===== src/rtl/reg_dump_reader_pkg.sv =====
// Shared types and constants for the register-dump reader.
// State encoding, register-index width and the default data width.
// Imported by the reader top and by anything that decodes its state.
package reg_dump_reader_pkg;

  typedef enum logic [1:0] {
    S_IDLE = 2'd0,
    S_READ = 2'd1,
    S_SEND = 2'd2,
    S_DONE = 2'd3
  } state_t;

  localparam int REG_IDX_W          = 4;
  localparam int DEFAULT_DATA_WIDTH = 16;

endpackage


===== src/rtl/reg_dump_reader.sv =====
// Walks register indices 0..REG_COUNT-1 through one register-file read port and streams the values out.
// Latency: one READ cycle per word, then out_valid the next cycle; done pulses one cycle after the last accept.
// Backpressure: each word is held stable on out_* until out_valid & out_ready; abort drops the pending word.
module reg_dump_reader
  import reg_dump_reader_pkg::*;
#(
  parameter int REG_COUNT  = 16,
  parameter int DATA_WIDTH = DEFAULT_DATA_WIDTH
) (
  input  logic                  clk,
  input  logic                  rst,
  input  logic                  start,
  input  logic                  abort,
  output logic                  busy,
  output logic                  done,
  output logic [REG_IDX_W-1:0]  rf_src_reg,
  input  logic [DATA_WIDTH-1:0] rf_src_data,
  output logic                  out_valid,
  input  logic                  out_ready,
  output logic [DATA_WIDTH-1:0] out_data,
  output logic [REG_IDX_W-1:0]  out_idx,
  output logic                  out_last
);

  localparam logic [REG_IDX_W-1:0] LAST_IDX = REG_IDX_W'(REG_COUNT - 1);

  state_t               state;
  state_t               state_nxt;
  logic [REG_IDX_W-1:0] idx;
  logic [REG_IDX_W-1:0] idx_nxt;
  logic                 capture;

  // The read address is the index register itself, so it is registered and
  // keeps its last value while idle.
  assign rf_src_reg = idx;

  // Next-state and index update; abort takes priority over a same-cycle handshake.
  always_comb begin
    state_nxt = state;
    idx_nxt   = idx;
    capture   = 1'b0;
    case (state)
      S_IDLE: begin
        if (start) begin
          idx_nxt   = '0;
          state_nxt = S_READ;
        end
      end
      S_READ: begin
        if (abort) begin
          state_nxt = S_IDLE;
        end else begin
          capture   = 1'b1;
          state_nxt = S_SEND;
        end
      end
      S_SEND: begin
        if (abort) begin
          state_nxt = S_IDLE;
        end else if (out_valid && out_ready) begin
          if (out_last) begin
            state_nxt = S_DONE;
          end else begin
            idx_nxt   = idx + 1'b1;
            state_nxt = S_READ;
          end
        end
      end
      S_DONE: begin
        state_nxt = S_IDLE;
      end
      default: begin
        state_nxt = S_IDLE;
      end
    endcase
  end

  // State and index registers.
  always_ff @(posedge clk or posedge rst) begin
    if (rst) begin
      state <= S_IDLE;
      idx   <= '0;
    end else begin
      state <= state_nxt;
      idx   <= idx_nxt;
    end
  end

  // Status flags are decoded from the next state so they come straight off flops.
  always_ff @(posedge clk or posedge rst) begin
    if (rst) begin
      busy      <= 1'b0;
      done      <= 1'b0;
      out_valid <= 1'b0;
    end else begin
      busy      <= (state_nxt == S_READ) || (state_nxt == S_SEND);
      done      <= (state_nxt == S_DONE);
      out_valid <= (state_nxt == S_SEND);
    end
  end

  // Word capture at the end of the READ cycle; held until the next capture.
  always_ff @(posedge clk or posedge rst) begin
    if (rst) begin
      out_data <= '0;
      out_idx  <= '0;
      out_last <= 1'b0;
    end else if (capture) begin
      out_data <= rf_src_data;
      out_idx  <= idx;
      out_last <= (idx == LAST_IDX);
    end
  end

endmodule


===== config.mk =====
export PLATFORM = sky130hd
export DESIGN_NAME = reg_dump_reader
export DESIGN_NICKNAME = d
export VERILOG_FILES = /design/src/rtl/reg_dump_reader_pkg.sv /design/src/rtl/reg_dump_reader.sv
export SDC_FILE = /design/constraint.sdc
export NUM_CORES = 1
export LEC_CHECK = 0
export CAP_MARGIN = 10
export CORE_MARGIN = 10
export CORE_UTILIZATION = 39
export CTS_CLUSTER_DIAMETER = 200
export DETAILED_ROUTE_END_ITERATION = 12
export GPL_TIMING_DRIVEN = 0
export PLACE_DENSITY = 0.75
export SYNTH_ARGS = -nofsm -noshare
export SYNTH_HDL_FRONTEND = slang
export SYNTH_SLANG_ARGS = --single-unit

===== constraint.sdc =====
create_clock -name clk -period 1.4 [get_ports clk]
set_input_delay 0.14 -clock clk [delete_from_list [all_inputs] [get_ports clk]]
set_output_delay 0.14 -clock clk [all_outputs]
set_load 0.1 [all_outputs]

== Word-level counts from Yosys, hierarchy flattened ==
Cells that the tools add are included.

* Bits of input ports: 21
* Logic and storage cells: 38
* Register bits after elaboration: 30

* $add $sub $neg: 1
* Reductions and logical operators: 5
* Eq/ne operators: 11
* Mux-type cells: 13

{| class="wikitable"
|+ Operators with widths
! operator !! count
|-
| two-way mux 4 bit || 4
|-
| two-way mux 2 bit || 5
|-
| == test 2 bit (second input constant) || 4
|-
| inequality test 2 bit (second input constant) || 4
|-
| one-hot mux 2 bit (4 select lines) || 1
|-
| one-hot mux 4 bit (2 select lines) || 1
|-
| AND reduction 5 bit || 1
|-
| adder 4 x 1 -> 4 bit (second input constant) || 1
|-
| == test 2 x 1 -> 1 bit (second input constant) || 2
|-
| == test 4 bit (second input constant) || 1
|-
| logical NOT 2 bit || 1
|-
| two-way mux 1 bit || 2
|-
| nonzero test 2 bit || 1
|-
| logical AND 1 bit || 1
|-
| logical OR 1 bit || 1
|}

== Longest topological paths before layout ==
Gate-level depths: netlist (run 1).

* Word-level depth: 6
* Depth in mapped cells: 6
* Gate-level depth less buffers: 5

== Least setup slack after synthesis (run 1) ==
No wires, ideal clock.

* Kind: register -> register
* From: register out_valid
* To: register busy
* Stages on the path, launching flop included: 6
* Required time: 1.287 ns
* Arrival: 1.897 ns
* Slack: -0.610 ns
* Setup time: 0.113 ns
* Cells stage by stage: dfrtp_1 > and3b_1 > mux2i_1 > or2_2 > ha_1 > inv_1

* Longest elaborated chain between the ends: 6
* Elaborated cells between the ends (all ways): 7

{| class="wikitable"
|+ Ends and longest elaborated chain
! what !! RTL line !! source
|-
| start: declaration || reg_dump_reader.sv:18 || <nowiki>output logic out_valid,</nowiki>
|-
| start signal: assignment || reg_dump_reader.sv:98 || <nowiki>out_valid <= (state_nxt == S_SEND);</nowiki>
|-
| logical AND 1 bit * || reg_dump_reader.sv:60 || <nowiki>end else if (out_valid && out_ready) begin</nowiki>
|-
| two-way mux 2 bit * || reg_dump_reader.sv:60 ||
|-
| two-way mux 2 bit * || reg_dump_reader.sv:58 || <nowiki>if (abort) begin</nowiki>
|-
| one-hot mux 2 bit (4 select lines) * || reg_dump_reader.sv:42 || <nowiki>case (state)</nowiki>
|-
| == test 2 x 1 -> 1 bit / == test 2 bit (equally long branches) || reg_dump_reader.sv:96 || <nowiki>busy <= (state_nxt == S_READ) || (state_nxt == S_SEND);</nowiki>
|-
| logical OR 1 bit * || reg_dump_reader.sv:96 ||
|-
| end signal: assignment || reg_dump_reader.sv:96 ||
|-
| end: declaration || reg_dump_reader.sv:14 || <nowiki>output logic busy,</nowiki>
|}

Every way passes the cells marked *; elsewhere a longest branch is shown, timed or not.
A chain may end at the register's enable or synchronous reset.

== Final worst setup path (run 1) ==
* From: register state[1]
* To: register busy

* Longest elaborated chain between the ends: 5
* Elaborated cells between the ends (all ways): 11

{| class="wikitable"
|+ Ends and longest elaborated chain
! what !! RTL line !! source
|-
| start: declaration || reg_dump_reader.sv:27 || <nowiki>state_t state;</nowiki>
|-
| start signal: assignment || reg_dump_reader.sv:84 || <nowiki>state <= state_nxt;</nowiki>
|-
| two-way mux 2 bit || reg_dump_reader.sv:60 ||
|-
| two-way mux 2 bit || reg_dump_reader.sv:58 ||
|-
| one-hot mux 2 bit (4 select lines) * || reg_dump_reader.sv:42 ||
|-
| == test 2 x 1 -> 1 bit / == test 2 bit (equally long branches) || reg_dump_reader.sv:96 ||
|-
| logical OR 1 bit * || reg_dump_reader.sv:96 ||
|}

Marked as above.

==> qor.yml, run 1 <==
setup_path:
  path_cells: "buf_4 -> and2b_2 -> o21ai_2 -> a21oi_1 -> ha_2 -> inv_1"
  slowest_delay_ns: 0.41
  critPathMaxFanout: 10
  cp_slowest_cell: "dfrtp_1"
  critPathKind: "reg2reg"
  cp_data_required_time_ns: 1.62
  r2r_end: "busy"
  timing.reg2reg.setup_slack_ns: -0.02
  critPathArrivalTime_ns: 1.64
  rr_startpoint: "state[1]"
  crit_path_end_kind: "register"
  critPathLaunchType: "register"
  r2r_cells: 6
synthesis:
  syn-cell-area_mm2: 0.00128
  yosysTopAreaCell: "dfrtp_1"
  synthTopCellsByCount: "30 x dfrtp_1, 19 x mux2_2, 5 x nand2_1, 5 x nand3_1"
  ys_ff_latch: 30
  synth_flop_cell: "dfrtp_1"
  synthTopCellsByArea: "dfrtp_1 59%, mux2_2 17%, nand4bb_4 2.2%, ha_1 2.0%, nand3_1 2.0%"
  synthesis.instances: 92
  yosysMostFrequentCell: "dfrtp_1"
  synth_cell_type_count: 29
  syn_nets: 115
  synth_top_area_frac: 0.588
  async_reset_ff_frac: 1.00
  ys_seq_area_frac: 0.588
  yosysWarningCount: 0
  synth-edff-count: 0
  syn_area_per_cell_um2: 13.9
sta:
  rsz0062_at_grt: "yes"
  hold_viol: 0
  finalCritPeriodShare: 1.02
  tns_ns: -0.0322
  finalMaxSlewViolations: 0
  setup_ws_ns: -0.0223
  max_slew.worst_pin.slew_ns: 0.534
  skew_ns: 0.00874
  clock.fmax_mhz: 703
  slew_headroom: 0.643
  setup_viol: 3
  finalCriticalPeriod_ns: 1.42
global_route:
  met2_usage: 0.185
  grt_pass1_wl_um: 5200
  grt.overflow.total: 0
  top_usage_layer: "met2"
  met3_usage: 0.0536
  grtUsageMet1: 0.115
  grt_usage: 0.107
  grt_max_degree: 31
  antenna_found_initial: 0
  grt_pass1_vias: 1078
placed_design:
  gp_congestion: 0.843
  post-place-cells: 184
  dp_hpwl_um: 2330
  port_buffers: 48
  placed_area_mm2: 0.00183
floorplanning:
  initial_core_util: 0.411
  io_pins: 49
  dieArea_mm2: 0.00596
  core_mm2: 0.00310
  rows: 20
  die_y_um: 77.2
  die_w_um: 77.2
layout:
  seq_area_um2: 768
  layoutNonFillerInstCount: 199
  drive_above_1_share: 0.510
  area_growth_syn_to_layout_pct: 49.8
  multi_input_area_um2: 541
  diodes: 0
  fill_cells: 286
  nets: 177
  largest_reg_flops: 16
  fin_area_mm2: 0.00191
clock_tree:
  clk_pin_slew_ns: 0.09
  ctsHoldBuffers: 0
  h-tree-depth: 2
  clock_path_buffers: 2
  cts_sinks: 30
  clock_latency_ns: 0.32
  cts_tree: "built"
  cts_root_buffer: "clkbuf_4"
  numCtsBuffers: 5
power:
  netSwitchingPower_mw: 1.97
  peakVddDrop_uv: 1480
  p_sw_frac: 0.516
  leakagePower_nw: 0.910
  power.share.combinational: 0.528
  powerDensity_mw_per_mm2: 2000
  p_int_mw: 1.85
  p_clk_frac: 0.169
  p_seq_frac: 0.303
detailed_routing:
  first_pass_iters: 4
  wire_per_inst_um: 15.9
  drt-initial-drc-count: 77
  vias: 982
  ant_nets: 0
  drcViolationCount: 0
  vias_per_cell: 4.93
  routed_wl_um: 3160
status:
  status: "finished, violations left"
  violations: "setup timing"
min_path:
  min-delay-path-class: "in2async"
run:
  maxCapViolations: 0
## critical path: cells and delay by family, from the launching register on
kind | cells | cell delay [ns]
AND/OR/NAND/NOR | 1 | 0.23
buffers and inverters | 2 | 0.21
flip-flops | 1 | 0.41
AO/OA/AOI/OAI | 2 | 0.16
adder cells (fa/ha/maj) | 1 | 0.32
## stage by stage
step | worst slack [ns] | utilization | power, mW | hold slack, ns
finish | -0.0223 | 0.616 | 3.83 | 0.159
CTS | -0.0109 | 0.628 | 3.92 | 0.410
floorplan | -0.170 | - | 2.75 | 0.203
global route | -0.0960 | 0.616 | 3.99 | 0.177
detailed placement | -0.346 | 0.591 | 3.28 | 0.478
global placement | -0.322 | 0.591 | 3.24 | 0.471
## metal layers
metal  vias up  wire (um)  share of wire
met3         4        221          0.070
met5         -          0              0
met4         0         22         0.0070
met1       486       1250           0.40
li1        456          -              -
met2        36       1660           0.53
## placed cells by master, fill, tap and decap left out, types with 2 or more instances in the layout
cell	netlist	final
a21oi_1	3	3
buf_4	2	6
dfrtp_1	30	24
buf_6	0	3
clkinv_2	0	2
buf_2	1	24
clkbuf_4	0	8
nand3_1	5	5
mux2_2	19	12
inv_1	3	3
dfrtp_2	0	2
nand2b_1	2	2
mux2_4	0	8
clkdlybuf4s50_1	0	20
nand2_1	5	5
dfrtp_4	0	4
## area by class of cell
type	count	area share
Buffer	3	0.0157
Clock buffer	5	0.0196
Clock inverter	3	0.0209
Inverter	3	0.00589
Multi-Input combinational cell	56	0.283
Sequential cell	30	0.402
Tap cell	44	0.0288
Timing Repair Buffer	55	0.224
## worst max path at each step
stage	from	end	slack, ns	cells after the start
detailed placement	abort	out_data[0]	-0.35	4
floorplan	out_valid	busy	-0.17	5
finish	state[1]	busy	-0.02	6
CTS	state[1]	out_data[0]	-0.01	4
global route	state[1]	out_idx[0]	-0.1	4
global placement	rf_src_reg[3]	rf_src_reg[3]	-0.32	1
## repair_timing
action / 4_1_cts / 5_1_grt
resized for setup: 111 / 48
setup endpoints to repair: 47 / 49
setup buffers: 4 / 2
pin swaps: 1 / 0
## power groups by stage
stage	logic (mW)	registers, mW	clock network, mW
after floorplan	0.251	2.50	0
after global placement	2.08	1.16	0
after detailed placement	2.10	1.18	0
after CTS	2.08	1.16	0.673
after global routing	2.09	1.18	0.722
final	2.02	1.16	0.648
## cell families (layout without fill, tap and decap cells)
kind of cell | Yosys count | after routing | synth area share
fa+ha+maj | 2 | 2 | 0.0196
flops | 30 | 30 | 0.588
compound gates | 9 | 9 | 0.0451
simple gates | 24 | 24 | 0.138
buf+inv | 6 | 69 | 0.0245
mux | 21 | 21 | 0.184
Note: power is estimated with default switching activity, not from simulation.
==> inputs of run 2 (changes only) <==
- GPL_TIMING_DRIVEN: 0 -> 1
==> run 2 against run 1 <==
- the run still ends with setup timing left
- highest routed layer unchanged
- register-to-register slack barely moved
- die area unchanged
- clock-buffer cell count rose by 3
==> qor.yml, run 2 (synthesis results as in run 1) <==
status:
  status: "finished, violations left"
  violations: "setup timing"
floorplanning:
  io_pins: 49  # unchanged
  rows: 20  # unchanged
  dieArea_mm2: 0.00596  # unchanged
  die_w_um: 77.2  # unchanged
  initial_core_util: 0.411  # unchanged
  die_y_um: 77.2  # unchanged
  core_mm2: 0.00310  # unchanged
sta:
  setup_ws_ns: -0.0177  # +0.00453 ns
  skew_ns: 0.0159  # +0.00717 ns
  max_slew.worst_pin.slew_ns: 0.378  # -0.156 ns
  finalCritPeriodShare: 1.01  # -0.00324
  tns_ns: -0.0188  # +0.0133 ns
  rsz0062_at_grt: "yes"
  hold_viol: 0  # unchanged
  finalMaxSlewViolations: 0  # unchanged
  clock.fmax_mhz: 705  # +0.32%
  finalCriticalPeriod_ns: 1.42  # -0.00453 ns
  setup_viol: 2  # -1
  slew_headroom: 0.748  # +0.104
setup_path:
  critPathLaunchType: "register"
  cp_data_required_time_ns: 1.66  # +0.04 ns
  startpoint: "out_valid"
  rr_startpoint: "out_valid"
  critPathArrivalTime_ns: 1.68  # +0.04 ns
  crit_path_end_kind: "register"
  critPathKind: "reg2reg"
  critPathMaxFanout: 5  # -5
detailed_routing:
  ant_nets: 0  # unchanged
  vias_per_cell: 5.01  # +1.6%
  routed_wl_um: 3650  # +16%
  drt-initial-drc-count: 112  # +45%
  drcViolationCount: 0  # unchanged
  vias: 1038  # +5.7%
  wire_per_inst_um: 17.7  # +11%
  first_pass_iters: 4  # unchanged
global_route:
  grt_max_degree: 31  # unchanged
  grt_pass1_vias: 1146  # +6.3%
  grt.overflow.total: 0  # unchanged
  grt_usage: 0.111  # +0.00400
  antenna_found_initial: 0  # unchanged
  grt_pass1_wl_um: 5440  # +4.5%
layout:
  multi_input_area_um2: 507  # -6.2%
  fin_area_mm2: 0.00237  # +24%
  fill_cells: 215  # -25%
  area_growth_syn_to_layout_pct: 85.7
  layout_common_cells: "29 x buf_12, 25 x dfrtp_1, 20 x clkdlybuf4s50_1"
  final_common_cell: "buf_12"
  drive_above_1_share: 0.515  # +0.00566
  seq_area_um2: 767  # -0.16%
  largest_reg_flops: 16  # unchanged
  nets: 185  # +4.5%
  diodes: 0  # unchanged
power:
  leakagePower_nw: 1.05  # +16%
  powerDensity_mw_per_mm2: 1880  # -5.9%
  peakVddDrop_uv: 1410  # -4.8%
clock_tree:
  cts_sinks: 30  # unchanged
  ctsHoldBuffers: 0  # unchanged
  cts_root_buffer: "clkbuf_4"
  clock_latency_ns: 0.32  # about the same
  h-tree-depth: 2  # unchanged
  clock_path_buffers: 2  # unchanged
  numCtsBuffers: 5  # unchanged
  clk_pin_slew_ns: 0.10  # about the same
  cts_tree: "built"
placed_design:
  dp_hpwl_um: 2560  # +9.8%
  placed_area_mm2: 0.00219  # +20%
  gp_congestion: 0.858  # +1.7%
  port_buffers: 48  # unchanged
run:
  maxCapViolations: 0  # unchanged
min_path:
  min-delay-path-class: "in2async"
[run 2: routing by layer]
metal,vias to the layer above,GRT usage,part of all wire
met1,522,0.112,0.36
met3,11,0.0513,0.064
met2,34,0.200,0.55
met5,-,0,0
met4,0,0.0328,0.019
li1,471,-,-
[run 2: final timing paths]
path	end	slack (ns)	depth (start not counted)
max reg2reg	busy	-0.02	5
max in group asynchronous	out_last	0.89	3
min in group clk	out_data[5]	0.42	2
max	busy	-0.02	5
min	out_idx[1]	0.18	3
min reg2reg	state[0]	0.53	1
[run 2: cell type report]
class,instances,share of cell area
sequential,30,0.324
multi-input combinational,56,0.214
tap,44,0.0232
inverter,3,0.00475
clock buffer,8,0.0333
timing repair buffer,66,0.401
[run 2: what timing repair did]
action | CTS | global route
pin swaps | 1 | 3
buffers inserted | 1 | 3
endpoints found under the setup margin | 1 | 15
cloned | 0 | 3
resized for setup | 1 | 3
[run 2: worst max-delay path, stage by stage (launching register included)]
cell and delay, ns:
dfrtp_4 0.51, and3b_1 0.19, mux2i_1 0.21, or2_4 0.15, ha_2 0.25, inv_1 0.05
[run 2: metrics by stage]
stage | worst slack (ns) | power (mW) | hold slack (ns) | util | std cells
finish | -0.0177 | 4.46 | 0.181 | 0.764 | 207
global route | -0.0625 | 4.62 | 0.196 | 0.764 | 207
CTS | 0.00493 | 4.46 | 0.194 | 0.735 | 201
detailed placement | -0.281 | 3.82 | 0.495 | 0.707 | 192
global placement | -0.229 | 3.78 | 0.495 | 0.707 | 192
floorplan | -0.170 | 2.75 | 0.203 | - | 92
[run 2: report_power, final]
part / internal, mW / switching (mW)
sequential: 1.06 / 0.203
clock: 0.343 / 0.285
combinational: 0.973 / 1.60
total: 2.37 / 2.09
==> inputs of run 3 (changes only) <==
- CAP_MARGIN: 10 -> 20
- GPL_ROUTABILITY_DRIVEN: not set -> 0
==> results of run 3 <==
No change in the layout: final DEF, timing and power equal those of run 2.
